--- src/rtl/lfsr_sat_counter.sv ---
// Saturating up-counter with synchronous clear; holds at all-ones instead of wrapping.
module lfsr_sat_counter #(
  parameter int WIDTH = 16
) (
  input  logic             clk,
  input  logic             clr,
  input  logic             en,
  output logic [WIDTH-1:0] count
);

  logic [WIDTH-1:0] count_q;
  logic [WIDTH-1:0] count_d;

  always_comb begin
    count_d = count_q;
    if (en && (count_q != '1)) begin
      count_d = count_q + WIDTH'(1);
    end
  end

  always_ff @(posedge clk) begin
    if (clr) begin
      count_q <= '0;
    end else begin
      count_q <= count_d;
    end
  end

  assign count = count_q;

endmodule

--- config.mk ---
export PLATFORM = sky130hd
export DESIGN_NAME = lfsr_sat_counter
export DESIGN_NICKNAME = d
export VERILOG_FILES = /design/src/rtl/lfsr_sat_counter.sv
export SDC_FILE = /design/constraint.sdc
export NUM_CORES = 1
export LEC_CHECK = 0
export BUFFER_PORTS_ARGS = -buffer_cell sky130_fd_sc_hd__buf_4
export CAP_MARGIN = 30
export CORE_MARGIN = 8
export CORE_UTILIZATION = 35
export DETAILED_ROUTE_END_ITERATION = 10
export PLACE_DENSITY_LB_ADDON = 0.12
export SLEW_MARGIN = 20
export SYNTH_ARGS = -nofsm -noshare
export SYNTH_HDL_FRONTEND = slang
export SYNTH_SLANG_ARGS = --single-unit
--- constraint.sdc ---
create_clock -name clk -period 1.55 [get_ports clk]
set_input_delay 0.465 -clock clk [delete_from_list [all_inputs] [get_ports clk]]
set_output_delay 0.465 -clock clk [all_outputs]
set_load 0.005 [all_outputs]
# ---- Word-level counts from Yosys, hierarchy flattened
# Cells that the tools add are included.
dict set report word_totals {
  ff_bits 16
  latchBits 0
  mem_bits_rw 0
  mem_bits_ro 0
  input_bits 3
  out_inout_bits 16
  elab_cells 4
  mem_count 0
}
dict set report op_classes {
  add_sub_neg 1
  mul 0
  div 0
  n_lt_le_gt_ge 0
  n_eq_ne 1
  n_shift 0
  muxes 0
  bitwise_logic 0
  reduce_logical 1
}
# cell count
set op_table {}
lappend op_table {{$add 16x1->16 const B} 1}
lappend op_table {{$ne 16x16->1 const B} 1}
lappend op_table {{$logic_and 1x1->1} 1}

# ---- Longest topological paths before layout
dict set report logic_depth {
  word_depth 2
  depth_mapped 6
  ltp_nobuf 5
}

# ---- Worst setup path before layout
# OpenSTA, ideal clock, no wires.
dict set report synth_timing {
  path_kind {reg2reg}
  start {reg count_q[5] (netlist: count[5])}
  end {reg count_q[15] (netlist: count[15])}
  setup_time_ns 0.070
  t_arrival_ns 1.549
  required_ns 1.480
  setup_slack_ns -0.069
  path_stages_with_launch 5
  path_buffers 0
  synth_period_minus_slack_ns 1.619
  path_cell_list {dfxtp_1 -> nand4_4 -> or4_1 -> or4_1 -> a21oi_1}
}
dict set report synth_via {
  elab_chain_cells 2
  word_cells_on_any_way 3
  classes_between {1 x add/sub; 1 x eq/ne; 1 x reduce/logical}
}
# item line_no
set synth_rtl {}
lappend synth_rtl {{start: declaration} 11} ;# logic [WIDTH-1:0] count_q;
lappend synth_rtl {{start signal: assignment} 25} ;# count_q <= count_d;
lappend synth_rtl {{parallel branches: the longest is 2 deep, another holds $add 16x1->16} --}
# Several ways; the timed one is not identified.
# A chain may end at the register's enable or synchronous reset.

# ---- Final worst setup path
dict set report layout_timing {
  start {reg count_q[9] (netlist: count[9])}
  end {reg count_q[15] (netlist: count[15])}
}
# Same word-level chain as after synthesis.

==> summary.txt <==
Global routing
  • Total GRT Usage: 11.8%
  • Antenna violations before repair: 0
  • Grt ovf: 0
  • Vias in the first global route: 882
  • First-pass GRT wire length: 4.05 mm
  • Pin count of the biggest net entering global routing: 18

Synthesis
  • Post-synth top flop: dfxtp_1
  • EDFF count, synth: 0
  • Synth Area per Inst: 8.57 um2
  • Syn. warnings: 0
  • Seq/Total Area, Yosys: 37.8%
  • Cells after Synth: 99
  • Post-synth net total: 103
  • #FFs+latches synth: 16
  • Syn Std Cell Area: 848 um2
  • Unique masters post-synth: 31
  • Post-synth ARST share: 0%

Drt
  • Wire per inst: 14.1 um
  • Detail Route Antenna Nets: 0
  • DRC viols: 0
  • Routed wire length: 2.49 mm
  • 1st-pass router iterations: 6
  • Initial detailed-routing violation count: 18
  • Vias: 925
  • Vias per cell: 5.26

Worst hold path
  • Worst Hold Class: primary input to flip-flop

Critical path
  • R2R Setup Slk: -0.02 ns
  • Crit-path slowest cell: or4_4
  • Critical path class: flip-flop to flip-flop
  • Startpoint types: flip-flop
  • Critical path buffer and inverter count: 0
  • Crit path DAT: 1.80 ns
  • CP Capture Type: flip-flop
  • Crit path top cell by count: or4_4
  • Critical path peak fanout: 4
  • Top Family by Delay on Critical Path: simple AND/OR/NAND/NOR gates
  • WP data required: 1.78 ns
  • CP Cell Sequence: nand2_2 -> or4_4 -> or4_4 -> a21oi_2
  • Worst path max stage delay: 0.51 ns

Timing
  • Final hold slack: 0.465 ns
  • Slew Limit Fails: 0
  • Fin crit share: 101%
  • Setup-failing EPs final: 1
  • Max Clock Skew: 0.00106 ns
  • Final hold violations: 0
  • Relative slew slack: 63.7%
  • Final worst setup slack: -0.0154 ns
  • FMAX: 0.639 GHz
  • RSZ-0062 raised after global routing: true
  • Final min period: 1.57 ns
  • Worst-Margin Slew: 0.538 ns

Final layout
  • Share of cells above drive strength 1: 55.5%
  • Most common cell after layout, fill and taps aside: buf_4
  • Synthesis-to-finish area growth: 59.3%
  • Post-Layout Inst Area: 1350 um2
  • Max FFs per register: 16
  • Most frequent cells in the layout: buf_4 (46), dfxtp_2 (13), a21oi_1 (8)
  • ANT cells: 0
  • Non-filler instance count after layout: 176
  • NumNets Final: 151

Floorplan
  • Cell Rows: 18
  • Io pins: 19
  • Die width: 65.2 um
  • Die height: 65.2 um
  • Initial Util: 35.5%
  • Full die area: 4250 um2
  • Core Area: 2390 um2

CTS
  • Clock-pin slew on the worst setup and hold paths: 0.10 ns
  • Hold Buf Count CTS: 0
  • CTS tree: done
  • Inserted Clock Buffers: 3
  • H-tree depth: 1
  • Clk_lat worst skew: 0.28 ns
  • CTS sink count: 16
  • Maximum clock path buffer count: 2
  • CTS root buffer: clkbuf_4

Placement
  • Dpl cells: 170
  • Input/output buffers: 18
  • GPL Wtd Cong: 0.770
  • Area after DPL: 1230 um2
  • Post-DP HPWL: 1.80 mm

Pwr
  • PwrDens: 552 nW/um2
  • Total power: 0.746 mW
  • Worst VDD drop: 0.000356 V
  • Static Leakage: 0.536 nW

Status
  • Failing checks: negative setup slack
  • Status: finished with violations

Job
  • Max-Cap Viols: 0
-- path summary, 6_finish.rpt --
kind | to | cells after the start | start
min reg2reg | count[3] | 3 | count[3]
max reg2reg | count[15] | 4 | count[9]
min | count[3] | 2 | clr
max | count[15] | 4 | count[9]
-- cell usage after synthesis (2+ instances only) --
cell | number | area share [%]
o21ai_0 | 4 | 2.4
and4_1 | 3 | 3.1
inv_1 | 3 | 1.3
nand2_1 | 6 | 2.7
or4_1 | 7 | 6.2
nor2b_1 | 2 | 1.5
or3_1 | 3 | 2.2
a21oi_1 | 10 | 5.9
nand4_1 | 3 | 2.2
nor4_1 | 2 | 1.5
nor3_1 | 4 | 2.4
nor2_1 | 6 | 2.7
dfxtp_1 | 16 | 38
nand3_1 | 6 | 3.5
xnor2_1 | 2 | 2.1
clkbuf_1 | 2 | 0.89
o31ai_1 | 6 | 5.3
-- layer usage --
metal	global-route usage [%]	part of all wire (%)
met1	13.9	46
met2	19.8	49
met3	2.55	3.9
met4	5.72	1.2
met5	0	0
-- report_power, final --
part	switching [mW]	total, mW	internal [mW]
clock	0.141	0.284	0.143
sequential	0.00479	0.419	0.414
combinational	0.0213	0.0425	0.0211
-- cell families after synthesis --
group / synth area share (%)
mux: 2.51
fa+ha+maj: 1.47
simple gates: 36.4
xor+xnor: 2.07
buf+inv: 3.24
compound gates: 16.5
flops: 37.8
-- area by class of cell --
cell class	instances	area, um2
flip-flops and latches	16	340
fillers	231	1040
multi-input cells	76	561
repair buffers	47	365
clock buffers	4	36.3
inverters	3	11.3
well taps	30	37.5
-- through the flow --
stage	worst slack, ns	setup TNS (ns)	utilization [%]
after floorplan	0.00331	0	-
after global placement	-0.0203	-0.0745	51.6
after detailed placement	-0.0781	-0.258	51.6
after CTS	-0.0126	-0.0210	54.0
after global routing	-0.0772	-0.221	56.6
final	-0.0154	-0.0154	56.6
-- what timing repair did --
item	4_1_cts	5_1_grt
setup buffers	0	2
pin swaps	3	4
gates resized for setup	8	10
endpoints found under the setup margin	8	11
No activity file was read; power rests on OpenSTA's default activity.
